**src/rtl/sync_fifo_buffer.sv**
```systemverilog
// Single-clock FIFO with occupancy count, almost-full/almost-empty thresholds, sticky
// overflow/underflow flags and a read-valid strobe. Define FIFO_FWFT_EN for first-word-fall-through reads.
module sync_fifo_buffer #(
   parameter int DATA_WIDTH = 8,
   parameter int DEPTH      = 16,
   parameter int AF_THRESH  = 12,
   parameter int AE_THRESH  = 4
) (
   input  logic                       clk,
   input  logic                       rst,
   input  logic                       wr_en,
   input  logic [DATA_WIDTH-1:0]      wr_data,
   output logic                       wr_full,
   output logic                       wr_almost_full,
   input  logic                       rd_en,
   output logic [DATA_WIDTH-1:0]      rd_data,
   output logic                       rd_valid,
   output logic                       rd_empty,
   output logic                       rd_almost_empty,
   output logic [$clog2(DEPTH+1)-1:0] count,
   output logic                       overflow,
   output logic                       underflow,
   input  logic                       err_clr
);

   localparam int AW = $clog2(DEPTH);
   localparam int PW = AW + 1;
   localparam int CW = $clog2(DEPTH + 1);

   localparam logic [PW-1:0] PTR_ONE = {{AW{1'b0}}, 1'b1};
   localparam logic [CW-1:0] CNT_ONE = {{(CW-1){1'b0}}, 1'b1};
   localparam logic [CW-1:0] AF_LVL  = CW'(AF_THRESH);
   localparam logic [CW-1:0] AE_LVL  = CW'(AE_THRESH);

   logic [DATA_WIDTH-1:0] mem_q [DEPTH];

   logic [PW-1:0] wr_ptr_q, wr_ptr_d;
   logic [PW-1:0] rd_ptr_q, rd_ptr_d;
   logic [CW-1:0] count_q, count_d;
   logic          full_q, full_d;
   logic          empty_q, empty_d;
   logic          af_q, af_d;
   logic          ae_q, ae_d;
   logic          ovf_q, ovf_d;
   logic          unf_q, unf_d;
   logic          wr_acc_s;
   logic          rd_acc_s;

   // Accept decisions, pointer advance and occupancy bookkeeping
   always_comb begin
      wr_acc_s = 1'b0;
      rd_acc_s = 1'b0;
      wr_ptr_d = wr_ptr_q;
      rd_ptr_d = rd_ptr_q;
      count_d  = count_q;

      if (wr_en && !full_q) begin
         wr_acc_s = 1'b1;
         wr_ptr_d = wr_ptr_q + PTR_ONE;
      end else begin
         wr_acc_s = 1'b0;
      end

      if (rd_en && !empty_q) begin
         rd_acc_s = 1'b1;
         rd_ptr_d = rd_ptr_q + PTR_ONE;
      end else begin
         rd_acc_s = 1'b0;
      end

      case ({wr_acc_s, rd_acc_s})
         2'b10:   count_d = count_q + CNT_ONE;
         2'b01:   count_d = count_q - CNT_ONE;
         default: count_d = count_q;
      endcase
   end

   // Status flags derived from next-state pointers/occupancy so they never lag
   always_comb begin
      full_d  = (wr_ptr_d[AW-1:0] == rd_ptr_d[AW-1:0]) && (wr_ptr_d[AW] != rd_ptr_d[AW]);
      empty_d = (wr_ptr_d == rd_ptr_d);
      af_d    = (count_d >= AF_LVL);
      ae_d    = (count_d <= AE_LVL);
   end

   // Sticky error flags; a fresh error in the clearing cycle keeps the flag set
   always_comb begin
      ovf_d = ovf_q;
      unf_d = unf_q;

      if (wr_en && full_q) begin
         ovf_d = 1'b1;
      end else if (err_clr) begin
         ovf_d = 1'b0;
      end else begin
         ovf_d = ovf_q;
      end

      if (rd_en && empty_q) begin
         unf_d = 1'b1;
      end else if (err_clr) begin
         unf_d = 1'b0;
      end else begin
         unf_d = unf_q;
      end
   end

   // Control and status registers
   always_ff @(posedge clk or posedge rst) begin
      if (rst) begin
         wr_ptr_q <= {PW{1'b0}};
         rd_ptr_q <= {PW{1'b0}};
         count_q  <= {CW{1'b0}};
         full_q   <= 1'b0;
         empty_q  <= 1'b1;
         af_q     <= 1'b0;
         ae_q     <= 1'b1;
         ovf_q    <= 1'b0;
         unf_q    <= 1'b0;
      end else begin
         wr_ptr_q <= wr_ptr_d;
         rd_ptr_q <= rd_ptr_d;
         count_q  <= count_d;
         full_q   <= full_d;
         empty_q  <= empty_d;
         af_q     <= af_d;
         ae_q     <= ae_d;
         ovf_q    <= ovf_d;
         unf_q    <= unf_d;
      end
   end

   // Storage array; contents are deliberately left unreset
   always_ff @(posedge clk) begin
      if (wr_acc_s) begin
         mem_q[wr_ptr_q[AW-1:0]] <= wr_data;
      end
   end

`ifdef FIFO_FWFT_EN
   // Head entry falls through; rd_en only acknowledges it
   assign rd_data  = mem_q[rd_ptr_q[AW-1:0]];
   assign rd_valid = !empty_q;
`else
   logic [DATA_WIDTH-1:0] rd_data_q, rd_data_d;
   logic                  rd_valid_q, rd_valid_d;

   // Registered read: popped word appears with a one-cycle valid strobe
   always_comb begin
      rd_data_d  = rd_data_q;
      rd_valid_d = 1'b0;
      if (rd_acc_s) begin
         rd_data_d  = mem_q[rd_ptr_q[AW-1:0]];
         rd_valid_d = 1'b1;
      end else begin
         rd_data_d  = rd_data_q;
         rd_valid_d = 1'b0;
      end
   end

   // Read data/valid registers
   always_ff @(posedge clk or posedge rst) begin
      if (rst) begin
         rd_data_q  <= {DATA_WIDTH{1'b0}};
         rd_valid_q <= 1'b0;
      end else begin
         rd_data_q  <= rd_data_d;
         rd_valid_q <= rd_valid_d;
      end
   end

   assign rd_data  = rd_data_q;
   assign rd_valid = rd_valid_q;
`endif

   assign wr_full         = full_q;
   assign wr_almost_full  = af_q;
   assign rd_empty        = empty_q;
   assign rd_almost_empty = ae_q;
   assign count           = count_q;
   assign overflow        = ovf_q;
   assign underflow       = unf_q;

endmodule
```
**config.mk**
```make
export PLATFORM = sky130hd
export DESIGN_NAME = sync_fifo_buffer
export DESIGN_NICKNAME = d
export VERILOG_FILES = /design/src/rtl/sync_fifo_buffer.sv
export SDC_FILE = /design/constraint.sdc
export NUM_CORES = 1
export LEC_CHECK = 0
export BUFFER_PORTS_ARGS = -buffer_cell sky130_fd_sc_hd__clkbuf_2
export CAP_MARGIN = 10
export CORE_MARGIN = 8
export CORE_UTILIZATION = 40
export DETAILED_ROUTE_END_ITERATION = 10
export PLACE_DENSITY = 0.59
export SYNTH_ARGS = -nofsm -noshare
export SYNTH_HDL_FRONTEND = slang
export SYNTH_SLANG_ARGS = --single-unit
```
**constraint.sdc**
```tcl
create_clock -name clk -period 3 [get_ports clk]
set_clock_uncertainty 0.15 [all_clocks]
set_input_delay 0.75 -clock clk [delete_from_list [all_inputs] [get_ports clk]]
set_output_delay 0.75 -clock clk [all_outputs]
set_load 0.005 [all_outputs]
```
==> flow_summary_export.csv, run 1 <==
group,metric,value,unit
timing,fin_setup_tns,0,ns
cells_and_area,diodes,0,
timing,setup_ws,0.395,ns
timing,worstMarginPinSlew,0.705,ns
detailed_routing,wl_per_cell,20.1,um
detailed_routing,drt_iter0_drc,212,
die,io_pins,33,
synth,synth_flop_cell,"edfxtp_1",
global_route,grt_pass1_wl,20300,um
synth,synth_area,6540,um2
setup_path,r2r-start,"rd_empty",
cells_and_area,drive_gt1_share,26.9,%
setup_path,r2r_slack,0.40,ns
timing,setup_viol,0,
cells_and_area,areaGrowthSynthToFinish,16.4,%
cts,cts_buffers,17,
detailed_routing,firstDrtPassIters,4,
timing,fin_crit,2.60,ns
setup_path,worstReg2RegEnd,"wr_almost_full",
setup_path,worst-path-max-fanout,17,
placed_design,hpwl,8870,um
timing,fin_crit_sh,86.8,%
placed_design,placed_area,7060,um2
die,start_util,41.0,%
die,die_y,144,um
job,maxCapViolCount,0,
cells_and_area,final_core_util,47.8,%
cts,cts_tree,"yes",
setup_path,critical_path.startpoint,"rd_empty",
power,ir_worst_vdd,0.491,mV
global_route,grt_max_degree,24,
cts,clock-sinks,158,
synth,synthTopCellsByArea,"edfxtp_1 59%, dfrtp_1 11%, mux4_2 7.6%",
placed_design,port-buffer-count,32,
cts,post_cts_resized,0,
synth,synth.yosys.seq_area_share,70.2,%
die,rows,46,
cells_and_area,final_nets,439,
timing,hold_viol,0,
cts,cts_max_level,4,
cts,clk_path_buf_depth,2,
detailed_routing,drt-vias-per-instance,5.12,
placed_design,preCtsSetupSlack,0.0851,ns
timing,worst_slew_margin_rel,53.0,%
timing,rsz0062_at_grt,"no",
synth,synth_seq_cells,158,
cts,hold_buffers,0,
min_path,hold_path_class,"input pin to async pin",
cells_and_area,final_common_cell,"edfxtp_1",
die,dieArea,20700,um2
cells_and_area,final_cell_area,7620,um2
detailed_routing,num_vias,3316,
synth,yosysTopAreaCellShare,58.7,%
setup_path,endpoint,"wr_almost_full",
cts,worstSkewPairLatency,0.42,ns
synth,syn_avg_cell_area,18.3,um2
timing,maxSlewViolCount,0,
setup_path,endpoint_kind,"register",
power,powerDensity,982,nW/um2
synth,ys_warn_count,0,
synth,synth_edf_count,128,
global_route,grt_usage,13.6,%
cells_and_area,seq_area,4600,um2
setup_path,critPathRequiredTime,3.16,ns
status,outcome,"finished clean",
detailed_routing,finalWirelength,13000,um
setup_path,critPathLaunchType,"register",
setup_path,r2r_cells,10,
cts,cts.clk_slew.worst_paths,0.06,ns
cells_and_area,n_fill_cell,1362,
die,die_width,144,um
detailed_routing,ant_nets,0,
die,coreArea,15900,um2
detailed_routing,drc_errors,0,
timing,fmax,384,MHz
cts,clockRootBuffer,"clkbuf_16",
setup_path,arrival,2.77,ns
synth,synth_cell_types,39,
cells_and_area,multi_input_area,1760,um2
synth,synth_top_cell_by_area,"edfxtp_1",
synth,syn-num-nets,378,
cells_and_area,layout_common_cells,"128 x edfxtp_1, 39 x nand2_1, 32 x clkbuf_2, 27 x dfrtp_1, 27 x buf_4",
synth,netlist_instances,358,
setup_path,path_class,"register to register",
global_route,grt_overflow_total,0,
cts,postCtsSetupRepairBufs,0,
power,leakage,2.78,nW
synth,synthArstFlopShare,19.0,%
global_route,antenna_found_initial,0,
global_route,grt_pass1_vias,3450,
placed_design,gp_congestion,0.780,
per-layer routing:
metal	track usage (%)	vias to the layer above	share of wire, %
met5	0	-	0
met4	3.82	0	1.2
met3	3.88	13	5.5
met2	22.1	85	48
met1	17.4	1710	45
li1	-	1508	-
report_power, final:
| group | internal (W) | total, W | switching, W |
|---|---|---|---|
| clock network | 0.00121 | 0.00203 | 0.000816 |
| registers | 0.00276 | 0.00308 | 0.000320 |
| logic | 0.00120 | 0.00237 | 0.00117 |
| total | 0.00517 | 0.00748 | 0.00231 |
cell type report:
cell class	instances	share of cell area, %
clock buffer	19	5.68
clock inverter	13	1.61
inverter	13	0.641
multi-input combinational	169	23.1
sequential	158	60.4
tap	216	3.55
timing repair buffer	60	5.03
state kept, by name, indices dropped and copies added, names as in the netlist:
signal           flops
mem_q              128
rd_data              8
count                5
rd_ptr_q             5
wr_ptr_q             5
overflow             1
rd_almost_empty      1
rd_empty             1
rd_valid             1
underflow            1
wr_almost_full       1
wr_full              1
cell families after synthesis:
kind of cell / Yosys count / share of synthesized area [%]
adders and majority gates: 7 / 1.34
xor gates and xnor gates: 21 / 3.02
DFF: 158 / 70.2
AOI/OAI and AO/OA: 15 / 1.64
buffers and inverters: 31 / 2.85
and+or+nand+nor: 84 / 5.77
muxes: 42 / 15.1
through the flow:
stage          power [W]  hold WS [ns]  std cells
3_5_place_dp     0.00552         0.316        616
6_report         0.00748         0.262        648
2_1_floorplan    0.00478         0.318        358
5_1_grt          0.00788         0.329        648
3_3_place_gp     0.00546         0.317        616
4_1_cts          0.00755         0.276        648
worst min-delay path by stage:
stage / start / end / slack, ns / cells after the start
final: rst / count[3] / 0.26 / 2
after global routing: rst / count[3] / 0.33 / 2
after CTS: rst / count[3] / 0.28 / 2
after detailed placement: rd_data[5] / rd_data[5] / 0.32 / 2
after global placement: rd_data[5] / rd_data[5] / 0.32 / 2
after floorplan: rd_data[0] / rd_data[0] / 0.32 / 2
Yosys cell counts (3+ instances only):
cell type	n
xor2_1	5
buf_8	3
dfrtp_1	28
nor2b_1	3
nand3_1	3
mux4_2	22
clkbuf_1	4
nand4_1	4
inv_1	13
buf_2	5
nand2_1	39
ha_1	7
a21oi_1	3
buf_4	4
nor3_1	6
nand2b_1	5
xnor2_1	15
mux4_1	18
nor2_1	19
edfxtp_1	128
worst max-delay path, cell delays in order, from the launching register on:
cell and delay (ns):
dfstp_2 0.54, nand2b_1 0.12, buf_4 0.23, inv_1 0.09
ha_1 0.26, nor2b_1 0.19, o2111ai_1 0.16, o211ai_1 0.22
and2b_1 0.22, xnor2_1 0.10, a31o_2 0.22
No activity file was read; power rests on OpenSTA's default activity.
==> run 2: changes to the inputs <==
- clock period: 3 -> 3.2 ns (I/O delays scaled with it)
==> flow_summary_export.csv, run 2 (same netlist as run 1, synthesis figures left out) <==
group,metric,value,unit
setup_path,path_class,"input pin to register",
cts,hold_buffers,0,
global_route,grt.busiest_layer,"met2",
die,rows,46,
cts,cts_tree,"yes",
detailed_routing,num_vias,3366,
cts,worstSkewPairLatency,0.41,ns
job,maxCapViolCount,0,
setup_path,worstReg2RegEnd,"wr_almost_full",
cts,clock-sinks,158,
power,p_total,0.00704,W
power,combPwrFrac,30.6,%
timing,setup_ws,0.683,ns
cts,cts.clk_slew.worst_paths,0.06,ns
die,start_util,41.0,%
global_route,antenna_found_initial,0,
cts,clockRootBuffer,"clkbuf_16",
setup_path,endpoint_kind,"register",
cells_and_area,diodes,0,
global_route,grt_util_met3,4.88,%
cells_and_area,areaGrowthSynthToFinish,16.8,%
setup_path,critical_path.startpoint,"wr_en",
setup_path,critPathRequiredTime,3.36,ns
setup_path,endpoint,"wr_almost_full",
power,leakage,2.80,nW
global_route,grt_pass1_vias,3433,
setup_path,arrival,2.67,ns
timing,fin_crit_sh,78.7,%
die,coreArea,15900,um2
timing,fin_crit,2.52,ns
timing,setup_viol,0,
placed_design,dp.cells,615,
die,dieArea,20700,um2
detailed_routing,wl_per_cell,20.6,um
setup_path,r2r_cells,10,
global_route,grt_max_degree,37,
global_route,grt_util_met1,17.3,%
timing,maxSlewViolCount,0,
global_route,grt_overflow_total,0,
setup_path,r2r_slack,0.70,ns
detailed_routing,drt_iter0_drc,248,
power,internal-power,0.00491,W
cts,cts_buffers,17,
cells_and_area,drive_gt1_share,26.9,%
setup_path,r2r-start,"rd_empty",
power,switchingPower,0.00212,W
detailed_routing,drt-vias-per-instance,5.20,
cts,clk_path_buf_depth,2,
setup_path,worst-path-max-fanout,3,
power,powerDensity,920,nW/um2
timing,fmax,397,MHz
power,switching_share,30.2,%
global_route,use_met2,22.1,%
die,io_pins,33,
power,pwr-share-seq,41.3,%
cts,cts_max_level,4,
cells_and_area,instances_no_fill,647,
detailed_routing,drc_errors,0,
setup_path,critPathLaunchType,"input pin",
timing,hold_viol,0,
die,die_y,144,um
status,outcome,"finished clean",
cts,post_cts_resized,0,
detailed_routing,ant_nets,0,
placed_design,preCtsSetupSlack,0.267,ns
global_route,grt_pass1_wl,20300,um
placed_design,port-buffer-count,32,
placed_design,hpwl,8770,um
detailed_routing,finalWirelength,13300,um
cells_and_area,final_nets,438,
placed_design,gp_congestion,0.815,
cells_and_area,layout_common_cells,"128 x edfxtp_1, 39 x nand2_1, 32 x clkbuf_2, 27 x dfrtp_1, 25 x buf_4",
die,die_width,144,um
global_route,grt_usage,13.9,%
detailed_routing,firstDrtPassIters,4,
power,power_frac_clock,28.1,%
timing,fin_setup_tns,0,ns
power,ir_worst_vdd,0.475,mV
timing,worst_slew_margin_rel,36.0,%
cells_and_area,largest_reg_flops,128,
timing,worstMarginPinSlew,0.959,ns
min_path,hold_path_class,"register to register",
cells_and_area,final_common_cell,"edfxtp_1",
timing,rsz0062_at_grt,"no",
cts,postCtsSetupRepairBufs,0,
-- run 2: cell count changes in the layout (fill, tap and decap cells not counted), sizes merged --
cell and delta:
buf -1, bufinv +1, inv -1, clkinv +2, clkinvlp -2
-- run 2: metal layers --
layer | part of all wire (%) | vias up
met5 | 0 | -
met4 | 1.0 | 0
met3 | 7.0 | 14
met2 | 49 | 96
met1 | 43 | 1742
li1 | - | 1514
-- run 2: metrics by stage --
stage	hold WS, ns	util, %	cell area, um2
4_1_cts	0.331	48.0	7650
6_report	0.334	48.0	7650
2_1_floorplan	0.318	-	6540
5_1_grt	0.358	48.0	7650
3_5_place_dp	0.317	44.3	7070
3_3_place_gp	0.321	44.3	7070
-- run 2: area by class of cell --
type                    instances  area, um2
flip-flops and latches        158       4600
inverters                      13       48.8
repair buffers                 59        388
fillers                      1357       8300
multi-input cells             169       1760
well taps                     216        270
clock buffers                  19        433
clock inverters                13        148
-- run 2: critical path, stage by stage --
cell and delay (ns):
clkbuf_2 0.09, nor2b_2 0.15, inv_1 0.09, nand2_1 0.12, xnor2_1 0.16, ha_1 0.21, nor2b_1 0.19, o2111ai_1 0.15
o211ai_1 0.20, and2b_1 0.21, xnor2_1 0.09, a31o_2 0.21
-- run 2: worst min-delay path by stage --
stage	start	to	slack, ns	cells after the start
2_1_floorplan	rd_data[0]	rd_data[0]	0.32	2
3_3_place_gp	rd_data[1]	rd_data[1]	0.32	2
3_5_place_dp	rd_data[7]	rd_data[7]	0.32	2
4_1_cts	rd_data[7]	rd_data[7]	0.33	2
5_1_grt	rd_data[7]	rd_data[7]	0.36	2
6_report	rd_data[7]	rd_data[7]	0.33	2
-- run 2: power by group through the flow --
| stage | clock [W] | sequential, W | combinational, W |
|---|---|---|---|
| 6_report | 0.00197 | 0.00291 | 0.00216 |
| 5_1_grt | 0.00210 | 0.00295 | 0.00236 |
| 4_1_cts | 0.00202 | 0.00291 | 0.00219 |
| 3_5_place_dp | 0 | 0.00296 | 0.00219 |
| 3_3_place_gp | 0 | 0.00294 | 0.00215 |
| 2_1_floorplan | 0 | 0.00277 | 0.00171 |
==> run 3: changes to the inputs <==
- clock period: 3.2 -> 2.4 ns (I/O delays scaled with it)
==> flow_summary_export.csv, run 3 (same netlist as run 1, synthesis figures left out) <==
group,metric,value,unit
cts,hold_buffers,0,
timing,hold_viol,0,
cts,worstSkewPairLatency,0.42,ns
cts,cts_tree,"yes",
cells_and_area,final_nets,447,
cells_and_area,diodes,0,
detailed_routing,finalWirelength,12100,um
power,leakage,2.87,nW
setup_path,critPathRequiredTime,2.56,ns
detailed_routing,wl_per_cell,18.4,um
power,ir_worst_vdd,0.548,mV
timing,setup_ws,0.0463,ns
cells_and_area,drive_gt1_share,31.6,%
cells_and_area,areaGrowthSynthToFinish,19.3,%
cts,cts_max_level,4,
global_route,grt_overflow_total,0,
timing,whs,0.0939,ns
timing,worstMarginPinSlew,0.391,ns
cts,clockRootBuffer,"clkbuf_16",
global_route,grt_pass1_wl,19300,um
power,powerDensity,1230,nW/um2
global_route,grt_usage,12.6,%
cells_and_area,seq_area,4600,um2
cells_and_area,multi_input_area,1820,um2
cts,cts_buffers,17,
timing,worst_slew_margin_rel,73.9,%
die,dieArea,20700,um2
setup_path,endpoint_kind,"register",
setup_path,worst-path-max-fanout,3,
detailed_routing,drt_iter0_drc,235,
job,maxCapViolCount,0,
cts,clock-sinks,158,
timing,fin_crit_sh,98.1,%
die,io_pins,33,
timing,setup_viol,0,
cts,cts.clk_slew.worst_paths,0.07,ns
detailed_routing,firstDrtPassIters,4,
cts,clk_path_buf_depth,2,
die,coreArea,15900,um2
detailed_routing,ant_nets,0,
detailed_routing,drc_errors,0,
die,die_width,144,um
die,die_y,144,um
die,start_util,41.0,%
placed_design,port-buffer-count,32,
placed_design,preCtsSetupSlack,-0.241,ns
global_route,antenna_found_initial,0,
timing,maxSlewViolCount,0,
global_route,grt_max_degree,31,
power,p_total,0.00962,W
cells_and_area,largest_reg_flops,128,
timing,fin_setup_tns,0,ns
placed_design,gp_congestion,0.767,
setup_path,path_class,"register to register",
timing,fin_crit,2.35,ns
detailed_routing,num_vias,3335,
timing,fmax,425,MHz
placed_design,hpwl,8380,um
setup_path,arrival,2.52,ns
die,rows,46,
min_path,hold_path_class,"input pin to async pin",
global_route,grt_pass1_vias,3421,
cells_and_area,n_fill_cell,1346,
detailed_routing,drt-vias-per-instance,5.08,
cells_and_area,final_common_cell,"edfxtp_1",
cells_and_area,layout_common_cells,"128 x edfxtp_1, 38 x nand2_1, 33 x buf_4, 32 x clkbuf_2, 27 x dfrtp_1",
status,outcome,"finished clean",
setup_path,critPathLaunchType,"register",
timing,rsz0062_at_grt,"yes",
-- run 3: stage by stage --
stage                     cells  utilization (%)  instance area (um2)
final                       656             49.0                 7800
after CTS                   655             48.7                 7770
after floorplan             358                -                 6580
after global routing        656             49.0                 7800
after detailed placement    622             44.8                 7150
after global placement      622             44.8                 7150
-- run 3: worst paths after layout --
check | startpoint | end | slack (ns) | cells past startpoint
worst max-delay path | rd_empty | wr_almost_full | 0.05 | 11
worst min-delay path | rst | overflow | 0.09 | 3
worst max register to register | rd_empty | wr_almost_full | 0.05 | 11
worst min register to register | rd_data[1] | rd_data[1] | 0.33 | 2
max in group asynchronous | rst | rd_almost_empty | 1.68 | 3
min in group clk | err_clr | underflow | 0.24 | 2
-- run 3: critical path, cell delays in order, from the launching register on --
cell      delay, ns
dfstp_2        0.55
nand2b_4       0.14
inv_4          0.04
nand2_4        0.06
xnor2_2        0.11
ha_2           0.21
nor3_1         0.05
o31ai_1        0.20
o211ai_1       0.15
and2b_2        0.26
xnor2_2        0.13
a31o_2         0.21
-- run 3: area by class of cell --
type	count	share of cell area [%]
Clock buffer	17	5.45
Clock inverter	15	2.28
Inverter	13	0.689
Multi-Input combinational cell	169	23.3
Sequential cell	158	58.9
Tap cell	216	3.46
Timing Repair Buffer	68	5.88
-- run 3: where the power goes --
group / switching (W) / internal, W
logic: 0.00151 / 0.00165
clock network: 0.00112 / 0.00157
registers: 0.000320 / 0.00345
total: 0.00296 / 0.00666
-- run 3: metal layers --
layer	GRT usage (%)	part of all wire, %	vias to the layer above
met5	0	0	-
met4	5.87	2.0	0
met3	2.89	4.7	18
met2	19.5	47	79
met1	16.6	46	1706
li1	-	-	1532
-- run 3: what timing repair did --
item,CTS,global route
pin swaps,0,7
buffers inserted,1,1
resized for setup,2,5
endpoints found under the setup margin,2,2
